==> config.mk <==
export PLATFORM = sky130hd
export DESIGN_NAME = sa_phase_sequencer
export DESIGN_NICKNAME = d
export VERILOG_FILES = /design/src/rtl/sa_ctrl_pkg.sv /design/src/rtl/sa_phase_counter.sv /design/src/rtl/sa_phase_sequencer.sv
export SDC_FILE = /design/constraint.sdc
export NUM_CORES = 1
export LEC_CHECK = 0
export BUFFER_PORTS_ARGS = -buffer_cell sky130_fd_sc_hd__buf_2
export CORE_MARGIN = 5
export CORE_UTILIZATION = 62
export DETAILED_ROUTE_END_ITERATION = 10
export PLACE_DENSITY = 0.94
export SLEW_MARGIN = 30
export SYNTH_ARGS = -nofsm -noshare
export SYNTH_HDL_FRONTEND = slang
export SYNTH_SLANG_ARGS = --single-unit
export TNS_END_PERCENT = 20
==> constraint.sdc <==
create_clock -name clk_i -period 5.8 [get_ports clk_i]
set_clock_uncertainty 0.05 [all_clocks]
set_input_delay 0.29 -clock clk_i [delete_from_list [all_inputs] [get_ports clk_i]]
set_output_delay 0.29 -clock clk_i [all_outputs]
set_load 0.01 [all_outputs]
==> src/rtl/sa_ctrl_pkg.sv <==
// ============================================================================
// Module      : sa_ctrl_pkg
// Description : Shared phase enum, strobe bundle and state decode for the
//               systolic-array phase sequencer.
// Revision    : 1.0 - initial release
// ============================================================================
`default_nettype none

package sa_ctrl_pkg;

  typedef enum logic [2:0] {
    IDLE  = 3'd0,
    RESET = 3'd1,
    FETCH = 3'd2,
    LOAD  = 3'd3,
    READY = 3'd4,
    RUN   = 3'd5,
    DONE  = 3'd6
  } sa_phase_e;

  typedef struct packed {
    logic rst;
    logic load;
    logic ready;
    logic start_op;
    logic rom_ld;
    logic weight_ld;
    logic busy;
    logic done;
  } sa_strobe_t;

  // Every phase strobe is a pure function of the registered state.
  function automatic sa_strobe_t phase_strobes(input sa_phase_e ph);
    sa_strobe_t s;
    s      = '0;
    s.busy = (ph != IDLE);
    unique case (ph)
      RESET:   s.rst = 1'b1;
      FETCH:   s.rom_ld = 1'b1;
      LOAD: begin
        s.load      = 1'b1;
        s.weight_ld = 1'b1;
      end
      READY:   s.ready = 1'b1;
      RUN:     s.start_op = 1'b1;
      DONE:    s.done = 1'b1;
      default: s = '0;
    endcase
    return s;
  endfunction

endpackage

`default_nettype wire

==> src/rtl/sa_phase_counter.sv <==
// ============================================================================
// Module      : sa_phase_counter
// Description : Load/enable down-counter flagging the last cycle of a phase.
// Revision    : 1.0 - initial release
// ============================================================================
`default_nettype none

module sa_phase_counter #(
  parameter int WIDTH = 16
) (
  input  logic             clk_i,
  input  logic             general_rst_i,
  input  logic             load_i,
  input  logic [WIDTH-1:0] load_val_i,
  input  logic             en_i,
  output logic             zero_o
);

  logic [WIDTH-1:0] r_count;

  always_ff @(posedge clk_i or posedge general_rst_i) begin
    if (general_rst_i) begin
      r_count <= '0;
    end else if (load_i) begin
      r_count <= load_val_i;
    end else if (en_i && (r_count != '0)) begin
      r_count <= r_count - 1'b1;
    end
  end

  assign zero_o = (r_count == '0);

endmodule

`default_nettype wire

==> src/rtl/sa_phase_sequencer.sv <==
// ============================================================================
// Module      : sa_phase_sequencer
// Description : Sequences reset/fetch/load/ready/operate phases of the
//               systolic array over a programmable number of tiles.
// Revision    : 1.0 - initial release
// ============================================================================
`default_nettype none

module sa_phase_sequencer
  import sa_ctrl_pkg::*;
#(
  parameter int SIG_ADDRS_WIDTH = 10,
  parameter int CNT_WIDTH       = 16,
  parameter int TILE_WIDTH      = 10,
  parameter int RST_CYCLES      = 2
) (
  input  logic                       clk_i,
  input  logic                       general_rst_i,
  input  logic                       start_i,
  input  logic                       abort_i,
  input  logic [TILE_WIDTH-1:0]      num_tiles_i,
  input  logic [SIG_ADDRS_WIDTH-1:0] rom_base_i,
  input  logic [CNT_WIDTH-1:0]       load_cycles_i,
  input  logic [CNT_WIDTH-1:0]       op_cycles_i,
  input  logic                       feat_valid_i,
  output logic                       rst_o,
  output logic                       load_o,
  output logic                       ready_o,
  output logic                       start_op_o,
  output logic                       rd_rom_signals_ld_o,
  output logic                       rd_weight_ld_o,
  output logic                       rd_feature_ld_o,
  output logic [SIG_ADDRS_WIDTH-1:0] addrs_rom_signal_o,
  output logic                       busy_o,
  output logic                       done_o
);

  sa_phase_e                  r_state;
  logic                       r_abort;
  logic [TILE_WIDTH-1:0]      r_num_tiles;
  logic [TILE_WIDTH-1:0]      r_tile;
  logic [CNT_WIDTH-1:0]       r_load_m1;
  logic [CNT_WIDTH-1:0]       r_op_m1;
  logic [SIG_ADDRS_WIDTH-1:0] r_addr;

  logic                       w_abort;
  logic                       w_cnt_load;
  logic                       w_cnt_en;
  logic [CNT_WIDTH-1:0]       w_cnt_val;
  logic                       w_cnt_zero;
  logic [TILE_WIDTH-1:0]      w_tile_next;
  sa_strobe_t                 w_strb;

  assign w_abort     = abort_i && (r_state != IDLE);
  assign w_tile_next = r_tile + 1'b1;

  // Phase lengths are held as (length-1) so zero on the counter marks the last cycle.
  always_comb begin
    w_cnt_load = 1'b0;
    w_cnt_en   = 1'b0;
    w_cnt_val  = '0;
    if (w_abort) begin
      w_cnt_load = 1'b1;
    end else begin
      case (r_state)
        IDLE: begin
          w_cnt_load = start_i;
          w_cnt_val  = CNT_WIDTH'(RST_CYCLES - 1);
        end
        RESET, LOAD: w_cnt_en = 1'b1;
        FETCH: begin
          w_cnt_load = 1'b1;
          w_cnt_val  = r_load_m1;
        end
        READY: begin
          w_cnt_load = 1'b1;
          w_cnt_val  = r_op_m1;
        end
        RUN:     w_cnt_en = feat_valid_i;
        default: ;
      endcase
    end
  end

  sa_phase_counter #(
    .WIDTH (CNT_WIDTH)
  ) u_phase_cnt (
    .clk_i         (clk_i),
    .general_rst_i (general_rst_i),
    .load_i        (w_cnt_load),
    .load_val_i    (w_cnt_val),
    .en_i          (w_cnt_en),
    .zero_o        (w_cnt_zero)
  );

  always_ff @(posedge clk_i or posedge general_rst_i) begin
    if (general_rst_i) begin
      r_state     <= IDLE;
      r_abort     <= 1'b0;
      r_num_tiles <= '0;
      r_tile      <= '0;
      r_load_m1   <= '0;
      r_op_m1     <= '0;
      r_addr      <= '0;
    end else if (w_abort) begin
      r_state <= RESET;
      r_abort <= 1'b1;
    end else begin
      unique case (r_state)
        IDLE: begin
          if (start_i) begin
            r_state     <= RESET;
            r_abort     <= 1'b0;
            r_num_tiles <= num_tiles_i;
            r_load_m1   <= (load_cycles_i == '0) ? '0 : load_cycles_i - 1'b1;
            r_op_m1     <= (op_cycles_i == '0) ? '0 : op_cycles_i - 1'b1;
            r_addr      <= rom_base_i;
            r_tile      <= '0;
          end
        end
        RESET: begin
          if (w_cnt_zero) begin
            if (r_abort) begin
              r_state <= IDLE;
              r_abort <= 1'b0;
            end else if (r_num_tiles == '0) begin
              r_state <= DONE;
            end else begin
              r_state <= FETCH;
            end
          end
        end
        FETCH: r_state <= LOAD;
        LOAD:  if (w_cnt_zero) r_state <= READY;
        READY: r_state <= RUN;
        RUN: begin
          if (feat_valid_i && w_cnt_zero) begin
            r_tile  <= w_tile_next;
            r_addr  <= r_addr + 1'b1;
            r_state <= (w_tile_next == r_num_tiles) ? DONE : FETCH;
          end
        end
        DONE:    r_state <= IDLE;
        default: r_state <= IDLE;
      endcase
    end
  end

  assign w_strb              = phase_strobes(r_state);
  assign rst_o               = w_strb.rst;
  assign load_o              = w_strb.load;
  assign ready_o             = w_strb.ready;
  assign start_op_o          = w_strb.start_op;
  assign rd_rom_signals_ld_o = w_strb.rom_ld;
  assign rd_weight_ld_o      = w_strb.weight_ld;
  assign rd_feature_ld_o     = w_strb.start_op & feat_valid_i;
  assign busy_o              = w_strb.busy;
  assign done_o              = w_strb.done;
  assign addrs_rom_signal_o  = r_addr;

endmodule

`default_nettype wire

==> flow_metrics.py, run 1 <==
metrics = {
    "sta": {
        "hold_viol": 0,
        "grt_setup_unrepaired": "no",
        "clock.fmax_mhz": 295.8,
        "slew_headroom_pct": 34.37,
        "setup_viol": 0,
        "worst_slack_ns": 2.420,
        "period_needed_ns": 3.380,
        "tns_ns": 0,
        "period_share_pct": 58.28,
        "worst_pin_slew_ns": 0.9802,
        "drv_slew": 0,
    },
    "yosys": {
        "seq_area_frac_synth_pct": 40.02,
        "ys_types": 62,
        "async_flop_share_pct": 100.0,
        "synth_enable_flop_cells": 0,
        "synthFlopType": "dfrtp_1",
        "syn-cell-area_um2": 5127,
        "yosysWarnings": 0,
        "syn_avg_cell_area_um2": 8.676,
        "ys_ff_latch": 82,
        "synthCells": 591,
        "syn_nets": 653,
    },
    "setup_path": {
        "worst-path-max-fanout": 15,
        "crit_type": "reg -> reg",
        "reg2reg_depth": 7,
        "end_kind": "flop",
        "start_kind": "flop",
        "cp.arrival_ns": 3.59,
        "regToRegStartpoint": "u_phase_cnt.r_count[0]",
        "r2r-end": "r_tile[2]",
        "rrSetupSlack_ns": 2.42,
        "cp.required_ns": 6.01,
    },
    "clock_network": {
        "hold_buffers": 0,
        "ctsResizeCount": 0,
        "clk_path_buf_depth": 2,
        "clk_transition_reported_paths_ns": 0.08,
        "cts_root_buf": "clkbuf_8",
        "cts_tree": "done",
        "cts_buffers": 9,
        "clkLatencyLatePin_ns": 0.36,
        "htreeDepth": 3,
        "clock_sinks": 82,
        "post-cts-setup-buffers": 0,
    },
    "finish": {
        "antennaDiodeCount": 0,
        "drive_gt1_share_pct": 18.13,
        "final_cell_mix": "dfrtp_1 (81), buf_2 (75), nand2_1 (68)",
        "syn_to_final_growth_pct": 12.20,
        "nets": 709,
        "fillerInstances": 598,
        "final_common_cell": "dfrtp_1",
    },
    "floorplan": {
        "die_w_um": 100.9,
        "core_um2": 8134,
        "dieHeight_um": 100.9,
        "die-area_um2": 10190,
        "initial_utilization_pct": 63.04,
        "row_count": 33,
        "io_pins": 76,
    },
    "global_routing": {
        "grt_overflow": 0,
        "track_usage_pct": 27.42,
        "grt_max_degree": 83,
        "antenna_found_initial": 0,
        "first_global_vias": 4770,
        "grt_pass1_wl_mm": 22.62,
    },
    "detailed_routing": {
        "routed-via-count": 4887,
        "drt_wl_total_mm": 13.45,
        "drt_iter0_markers": 462,
        "first_pass_iters": 5,
        "wire_per_inst_um": 17.79,
        "detail-route-antenna-nets": 0,
        "remaining_drc_errors": 0,
        "vias_per_cell": 6.464,
    },
    "min_path": {
        "hold_path.class": "in -> async",
    },
    "run": {
        "maxCapViolCount": 0,
    },
    "placement": {
        "port-buffer-count": 75,
        "hpwl_mm": 9.410,
        "gp_congestion": 0.8722,
        "place_ws_ns": 2.160,
    },
    "outcome": {
        "outcome": "finished, final reports clean",
    },
    "power": {
        "ir_drop_uv": 225.8,
        "leakage_nw": 2.520,
        "p_per_area_nw_per_um2": 431.4,
    },
}
[area by class of cell]
cell class | instances | area, um2 | share of cell area (%)
multi-input cells | 455 | 2870 | 49.89
clock inverters | 5 | 78.83 | 1.370
flip-flops and latches | 82 | 2053 | 35.69
repair buffers | 78 | 401.6 | 6.981
clock buffers | 10 | 137.6 | 2.392
well taps | 105 | 131.4 | 2.284
inverters | 21 | 80.08 | 1.392
[synth_stat cells, drive strengths merged, types with 4 or more instances]
cell,n,area share [%]
clkbuf,18,1.3
a31oi,14,1.7
dfrtp,82,40
nor3,19,1.9
mux2i,7,1.4
nor4,10,1.2
nand3,13,1.3
o31ai,5,1.0
or2,4,0.49
nand2,68,5.0
xor2,12,2.0
o22a,13,2.2
or4,11,1.6
and3,6,0.73
inv,21,1.5
nand2b,6,0.73
a22oi,17,2.5
ha,5,1.2
a21boi,4,0.59
xnor2,17,2.9
nor2b,8,0.98
buf,15,1.7
a21oi,28,2.7
or3,6,0.73
mux2,10,2.2
o21ai,60,5.9
nor3b,5,0.73
a211oi,12,1.8
o21a,12,1.8
nor2,39,2.9
o22ai,5,0.61
[power by group]
| group | internal [W] | switching [W] | total [W] |
|---|---|---|---|
| combinational | 0.000416 | 0.000558 | 0.000974 |
| sequential | 0.000790 | 0.000257 | 0.00105 |
| clock | 0.000251 | 0.000210 | 0.000461 |
[state kept, by name, summed over array words and instances (netlist names)]
| register | cells |
|---|---|
| r_state | 3 |
| u_phase_cnt.r_count | 16 |
| addrs_rom_signal_o | 10 |
| r_tile | 10 |
| r_abort | 1 |
| r_op_m1 | 16 |
| r_load_m1 | 16 |
| r_num_tiles | 10 |
[cells by family (layout without fill, tap and decap cells)]
family          count (synthesis)  in the layout  synth area share, %
simple gates                  210            210                20.57
compound gates                194            194                25.16
flops                          82             82                40.02
buf+inv                        54            114                4.514
xor+xnor                       29             29                4.954
mux                            17             17                3.563
fa+ha+maj                       5              5                1.220
[through the flow]
| step | hold slack, ns | std cells | utilization, % | total power [W] | cell area (um2) |
|---|---|---|---|---|---|
| 2_1_floorplan | 0.3477 | 591 | - | 0.001719 | 5127 |
| 4_1_cts | 0.09244 | 756 | 70.51 | 0.002461 | 5736 |
| 5_1_grt | 0.09391 | 756 | 70.73 | 0.002652 | 5753 |
| 3_5_place_dp | 0.4203 | 741 | 67.85 | 0.001987 | 5519 |
| 6_report | 0.06782 | 756 | 70.73 | 0.002482 | 5753 |
| 3_3_place_gp | 0.4123 | 741 | 67.81 | 0.001914 | 5515 |
[worst max-delay path, cell delays in order (launching register included)]
cell and delay, ns:
dfrtp_1 0.42, inv_1 0.07, ha_1 0.26, or4b_4 0.50, or4_1 0.83, o21ai_1 0.71, o21ai_0 0.21, a21o_1 0.22
[how the worst max path moves through the flow]
stage                                 from   endpoint  slack, ns  depth (start not counted)
CTS                 u_phase_cnt.r_count[0]  r_tile[2]       2.14                          7
global placement    u_phase_cnt.r_count[0]  r_tile[2]       2.38                          7
floorplan           u_phase_cnt.r_count[0]  r_tile[5]       3.12                          9
finish              u_phase_cnt.r_count[0]  r_tile[2]       2.42                          7
detailed placement  u_phase_cnt.r_count[0]  r_tile[2]       2.16                          7
global route        u_phase_cnt.r_count[0]  r_tile[2]       2.26                          7
[per-layer routing]
metal  up-vias  routed length, um  GRT usage (%)
met2       237               6613          45.06
met5         -                  0              0
li1       2288                  -              -
met3        39               1057          4.706
met4         0                316          9.305
met1      2323               5459          36.84
Note: power is estimated with default switching activity, not from simulation.
==> run 2, diff against run 1 <==
--- a/config.mk
+++ b/config.mk
@@ -7,9 +7,9 @@
 export LEC_CHECK = 0
 export BUFFER_PORTS_ARGS = -buffer_cell sky130_fd_sc_hd__buf_2
 export CORE_MARGIN = 5
-export CORE_UTILIZATION = 62
+export CORE_UTILIZATION = 52
 export DETAILED_ROUTE_END_ITERATION = 10
-export PLACE_DENSITY = 0.94
+export PLACE_DENSITY = 0.85
 export SLEW_MARGIN = 30
 export SYNTH_ARGS = -nofsm -noshare
 export SYNTH_HDL_FRONTEND = slang
==> constraint.sdc (replaced) <==
create_clock -name clk_i -period 3.05 [get_ports clk_i]
set_clock_uncertainty 0.05 [all_clocks]
set_input_delay 0.1525 -clock clk_i [delete_from_list [all_inputs] [get_ports clk_i]]
set_output_delay 0.1525 -clock clk_i [all_outputs]
set_load 0.01 [all_outputs]
==> flow_metrics.py, run 2 (synthesis gave the netlist of run 1 again) <==
metrics = {
    "sta": {
        "drv_slew": 0,
        "slew_headroom_pct": 55.14,
        "grt_setup_unrepaired": "no",
        "worst_pin_slew_ns": 0.6667,
        "setup_viol": 0,
        "holdWs_ns": -0.0007707,
        "period_needed_ns": 2.874,
        "period_share_pct": 94.22,
        "clock.fmax_mhz": 348.0,
        "worst_slack_ns": 0.1763,
        "tns_ns": 0,
        "hold_viol": 1,
    },
    "clock_network": {
        "cts_tree": "done",
        "clk_transition_reported_paths_ns": 0.08,
        "htreeDepth": 3,
        "post-cts-setup-buffers": 0,
        "cts_buffers": 9,
        "clk_path_buf_depth": 2,
        "cts_root_buf": "clkbuf_8",
        "clock_sinks": 82,
        "clkLatencyLatePin_ns": 0.37,
    },
    "finish": {
        "reg_top3": "r_load_m1 x16, r_op_m1 x16, u_phase_cnt.r_count x16",
        "final_cell_mix": "dfrtp_1 (82), buf_2 (75), nand2_1 (68)",
        "fillerInstances": 796,
        "drive_gt1_share_pct": 18.87,
        "nets": 730,
        "antennaDiodeCount": 0,
        "syn_to_final_growth_pct": 16.98,
        "final_common_cell": "dfrtp_1",
    },
    "detailed_routing": {
        "remaining_drc_errors": 0,
        "wire_per_inst_um": 16.27,
        "drt_wl_total_mm": 13.11,
        "first_pass_iters": 6,
        "routed-via-count": 4860,
        "detail-route-antenna-nets": 0,
        "vias_per_cell": 6.030,
        "drt_iter0_markers": 484,
    },
    "setup_path": {
        "startpoint": "u_phase_cnt.r_count[0]",
        "r2r-end": "u_phase_cnt.r_count[7]",
        "reg2reg_depth": 7,
        "start_kind": "flop",
        "crit_end": "u_phase_cnt.r_count[7]",
        "cp.arrival_ns": 3.07,
        "crit_type": "reg -> reg",
        "cp.required_ns": 3.24,
        "cp_cell_sequence": "inv_1, ha_1, or4b_4, or4_4, a31o_2, a21boi_0, o2bb2a_1",
        "rrSetupSlack_ns": 0.18,
        "worst_path_dominant_cell_family": "simple AND/OR/NAND/NOR gates",
        "worst-path-max-fanout": 16,
        "end_kind": "flop",
        "slowest_delay_ns": 0.62,
        "regToRegStartpoint": "u_phase_cnt.r_count[0]",
        "crit_cells": 7,
        "cpMaxStageDelayCell": "or4_4",
        "critPathBufInv": 1,
    },
    "global_routing": {
        "gr-usage-met2_pct": 35.39,
        "grt_overflow": 0,
        "first_global_vias": 4375,
        "antenna_found_initial": 0,
        "track_usage_pct": 22.61,
        "top_usage_layer": "met2",
        "grt_pass1_wl_mm": 21.67,
        "use_met1_pct": 32.44,
        "grt_max_degree": 58,
        "grt_util_met3_pct": 3.699,
    },
    "power": {
        "p_seq_share_pct": 39.8,
        "ir_drop_uv": 426.9,
        "switching_power_w": 0.001965,
        "clkPwrFrac_pct": 20.3,
        "leakage_nw": 2.622,
        "switching_share_pct": 40.46,
        "p_per_area_nw_per_um2": 809.6,
        "p_int_w": 0.002891,
        "p_comb_share_pct": 39.9,
    },
    "placement": {
        "hpwl_mm": 9.565,
        "gp_congestion": 0.9215,
        "place_ws_ns": 0.07636,
        "port-buffer-count": 75,
    },
    "min_path": {
        "hold_path.class": "in -> reg",
    },
    "floorplan": {
        "die-area_um2": 11950,
        "dieHeight_um": 109.3,
        "die_w_um": 109.3,
        "row_count": 36,
        "initial_utilization_pct": 52.95,
        "io_pins": 76,
        "core_um2": 9684,
    },
    "outcome": {
        "outcome": "finished, violations left",
        "violations": "negative hold slack",
    },
    "run": {
        "maxCapViolCount": 0,
    },
}
run 2: changes by cell type in the layout (fill, tap and decap cells not counted), sizes merged:
cell / previous run / this run
dlygate4sd3: 0 / 13
buf: 78 / 86
clkinv: 4 / 2
inv: 20 / 22
bufinv: 2 / 3
clkbuf: 10 / 9
clkinvlp: 0 / 1
run 2: cell type report:
cell class | count | area (um2) | share of cell area, %
timing repair buffer | 99 | 588.1 | 9.804
inverter | 21 | 83.83 | 1.398
sequential | 82 | 2052 | 34.21
tap | 133 | 166.4 | 2.774
multi-input combinational | 455 | 2860 | 47.68
clock buffer | 9 | 123.9 | 2.065
clock inverter | 7 | 123.9 | 2.065
run 2: power groups by stage:
stage	sequential, W	clock (W)	combinational (W)
floorplan	0.00181	0	0.00145
global placement	0.00190	0	0.00180
detailed placement	0.00193	0	0.00188
CTS	0.00192	0.000991	0.00192
global route	0.00198	0.00104	0.00216
finish	0.00193	0.000986	0.00194
run 2: what timing repair did:
item                                    CTS  global route
hold buffers                             13             0
endpoints found under the setup margin    0            15
gates resized for setup                   0             3
endpoints found under the hold margin    68             0
run 2: worst register-to-register path: stages, from the launching register on:
cell and delay [ns]:
dfrtp_1 0.42, inv_1 0.07, ha_1 0.25, or4b_4 0.51, or4_4 0.62, a31o_2 0.38, a21boi_0 0.16, o2bb2a_1 0.29
run 2: metrics by stage:
step	instances	cell area [um2]	hold WS, ns	power [W]	util [%]
final	806	5998	-0.0007707	0.004856	61.94
after global placement	777	5610	0.3236	0.003698	57.93
after detailed placement	777	5614	0.1808	0.003812	57.97
after CTS	806	5992	0.007117	0.004824	61.87
after floorplan	591	5127	0.2102	0.003268	-
after global routing	806	5998	0.03061	0.005174	61.94
run 2: worst min path at each step:
stage	start	end	slack, ns	depth (start not counted)
2_1_floorplan	op_cycles_i[0]	r_op_m1[0]	0.21	1
3_3_place_gp	num_tiles_i[7]	r_num_tiles[7]	0.32	3
3_5_place_dp	general_rst_i	r_num_tiles[1]	0.18	2
4_1_cts	load_cycles_i[0]	r_load_m1[0]	0.007	2
5_1_grt	load_cycles_i[0]	r_load_m1[0]	0.03	2
6_report	load_cycles_i[0]	r_load_m1[0]	-0.0008	2
run 2: routing by layer:
layer / share of wire, % / wire length, um / vias to the layer above
li1: - / - / 2337
met1: 45 / 5873 / 2311
met2: 47 / 6181 / 188
met3: 6.0 / 786 / 24
met4: 2.1 / 269 / 0
met5: 0 / 0 / -
==> run 3, diff against run 2 <==
--- a/config.mk
+++ b/config.mk
@@ -6,7 +6,7 @@
 export NUM_CORES = 1
 export LEC_CHECK = 0
 export BUFFER_PORTS_ARGS = -buffer_cell sky130_fd_sc_hd__buf_2
-export CORE_MARGIN = 5
+export CORE_MARGIN = 4
 export CORE_UTILIZATION = 52
 export DETAILED_ROUTE_END_ITERATION = 10
 export PLACE_DENSITY = 0.85
==> flow_metrics.py, run 3 (synthesis gave the netlist of run 1 again) <==
metrics = {
    "run": {
        "maxCapViolCount": 0,
    },
    "floorplan": {
        "die-area_um2": 11510,
        "die_w_um": 107.3,
        "core_um2": 9415,
        "io_pins": 76,
        "initial_utilization_pct": 54.46,
        "dieHeight_um": 107.3,
        "row_count": 35,
    },
    "placement": {
        "port-buffer-count": 75,
        "hpwl_mm": 9.667,
        "gp_congestion": 0.8661,
        "place_ws_ns": 0.1323,
    },
    "detailed_routing": {
        "detail-route-antenna-nets": 0,
        "wire_per_inst_um": 16.62,
        "drt_wl_total_mm": 13.32,
        "first_pass_iters": 5,
        "routed-via-count": 4852,
        "vias_per_cell": 6.057,
        "remaining_drc_errors": 0,
        "drt_iter0_markers": 487,
    },
    "global_routing": {
        "grt_pass1_wl_mm": 21.55,
        "first_global_vias": 4572,
        "antenna_found_initial": 0,
        "grt_max_degree": 45,
        "grt_overflow": 0,
        "track_usage_pct": 23.39,
    },
    "setup_path": {
        "cp.arrival_ns": 3.16,
        "worst-path-max-fanout": 11,
        "cp_cell_sequence": "inv_1, ha_1, or4b_4, or4_1, or2_1, or3_1, o21ai_0",
        "critPathBufInv": 1,
        "cpMaxStageDelayCell": "or4_1",
        "start_kind": "flop",
        "end_kind": "flop",
        "reg2reg_depth": 7,
        "crit_cells": 7,
        "crit_type": "reg -> reg",
        "cp.required_ns": 3.28,
        "worst_path_dominant_cell_family": "simple AND/OR/NAND/NOR gates",
        "slowest_delay_ns": 0.66,
    },
    "sta": {
        "tns_ns": 0,
        "clock.fmax_mhz": 341.1,
        "worst_slack_ns": 0.1185,
        "hold_viol": 0,
        "period_share_pct": 96.12,
        "worst_pin_slew_ns": 0.7505,
        "grt_setup_unrepaired": "no",
        "period_needed_ns": 2.932,
        "drv_slew": 0,
        "setup_viol": 0,
        "slew_headroom_pct": 49.91,
    },
    "min_path": {
        "whs_path_depth": 3,
        "hold_path.class": "in -> reg",
    },
    "clock_network": {
        "post-cts-setup-buffers": 0,
        "htreeDepth": 3,
        "clk_path_buf_depth": 2,
        "clkLatencyLatePin_ns": 0.37,
        "cts_tree": "done",
        "clk_transition_reported_paths_ns": 0.09,
        "cts_root_buf": "clkbuf_8",
        "cts_buffers": 9,
        "clock_sinks": 82,
    },
    "finish": {
        "antennaDiodeCount": 0,
        "reg_top3": "r_load_m1 x16, r_op_m1 x16, u_phase_cnt.r_count x16",
        "syn_to_final_growth_pct": 16.47,
        "nets": 729,
        "drive_gt1_share_pct": 18.30,
        "final_common_cell": "dfrtp_1",
        "final_cell_mix": "dfrtp_1 (82), buf_2 (75), nand2_1 (68)",
    },
    "power": {
        "p_per_area_nw_per_um2": 795.4,
        "leakage_nw": 2.613,
        "ir_drop_uv": 401.9,
    },
    "outcome": {
        "outcome": "finished, final reports clean",
    },
}
[run 3: per-stage QoR]
| stage | hold slack (ns) | cell area, um2 | std cells | power (W) | utilization, % |
|---|---|---|---|---|---|
| after CTS | 0.003703 | 5971 | 801 | 0.004728 | 63.42 |
| after global placement | 0.2335 | 5623 | 772 | 0.003715 | 59.72 |
| after floorplan | 0.2102 | 5127 | 591 | 0.003268 | - |
| final | 0.01676 | 5972 | 801 | 0.004750 | 63.43 |
| after global routing | 0.02775 | 5972 | 801 | 0.005082 | 63.43 |
| after detailed placement | 0.2503 | 5623 | 772 | 0.003827 | 59.72 |
[run 3: area by class of cell]
type | instances | area [um2]
Sequential cell | 82 | 2052
Multi-Input combinational cell | 455 | 2855
Inverter | 21 | 80.08
Tap cell | 129 | 161.4
Timing Repair Buffer | 98 | 605.6
Clock buffer | 10 | 127.6
Fill cell | 800 | 3443
Clock inverter | 6 | 90.09
[run 3: power by group]
group | internal (W) | leakage [nW] | switching (W)
clock network | 0.000464 | 0.107 | 0.000419
logic | 0.000838 | 1.46 | 0.00109
registers | 0.00150 | 1.05 | 0.000436
total | 0.00280 | 2.61 | 0.00195
[run 3: metal layers]
metal,GRT usage [%],vias up,wire length (um)
met2,38.03,200,6351
met5,0,-,0
met4,9.954,0,377
met1,31.36,2296,5741
li1,-,2321,-
met3,3.179,35,845
[run 3: repair_timing]
item | in CTS | in global routing
hold endpoints to repair | 55 | 0
resized for setup | 0 | 1
endpoints found under the setup margin | 0 | 1
hold buffers | 13 | 0
[run 3: path summary, 6_finish.rpt]
kind,startpoint,end,slack (ns)
max in group asynchronous,general_rst_i,u_phase_cnt.r_count[14],1.87
min in group asynchronous,general_rst_i,r_tile[9],0.41
hold reg to reg,r_load_m1[11],r_load_m1[11],0.44
setup / recovery,u_phase_cnt.r_count[0],r_tile[7],0.12
setup reg to reg,u_phase_cnt.r_count[0],r_tile[7],0.12
hold / removal,rom_base_i[6],addrs_rom_signal_o[6],0.02
[run 3: worst min-delay path, stage by stage]
cell	delay, ns
buf_2	0.07
a21oi_1	0.04
o21ai_0	0.13
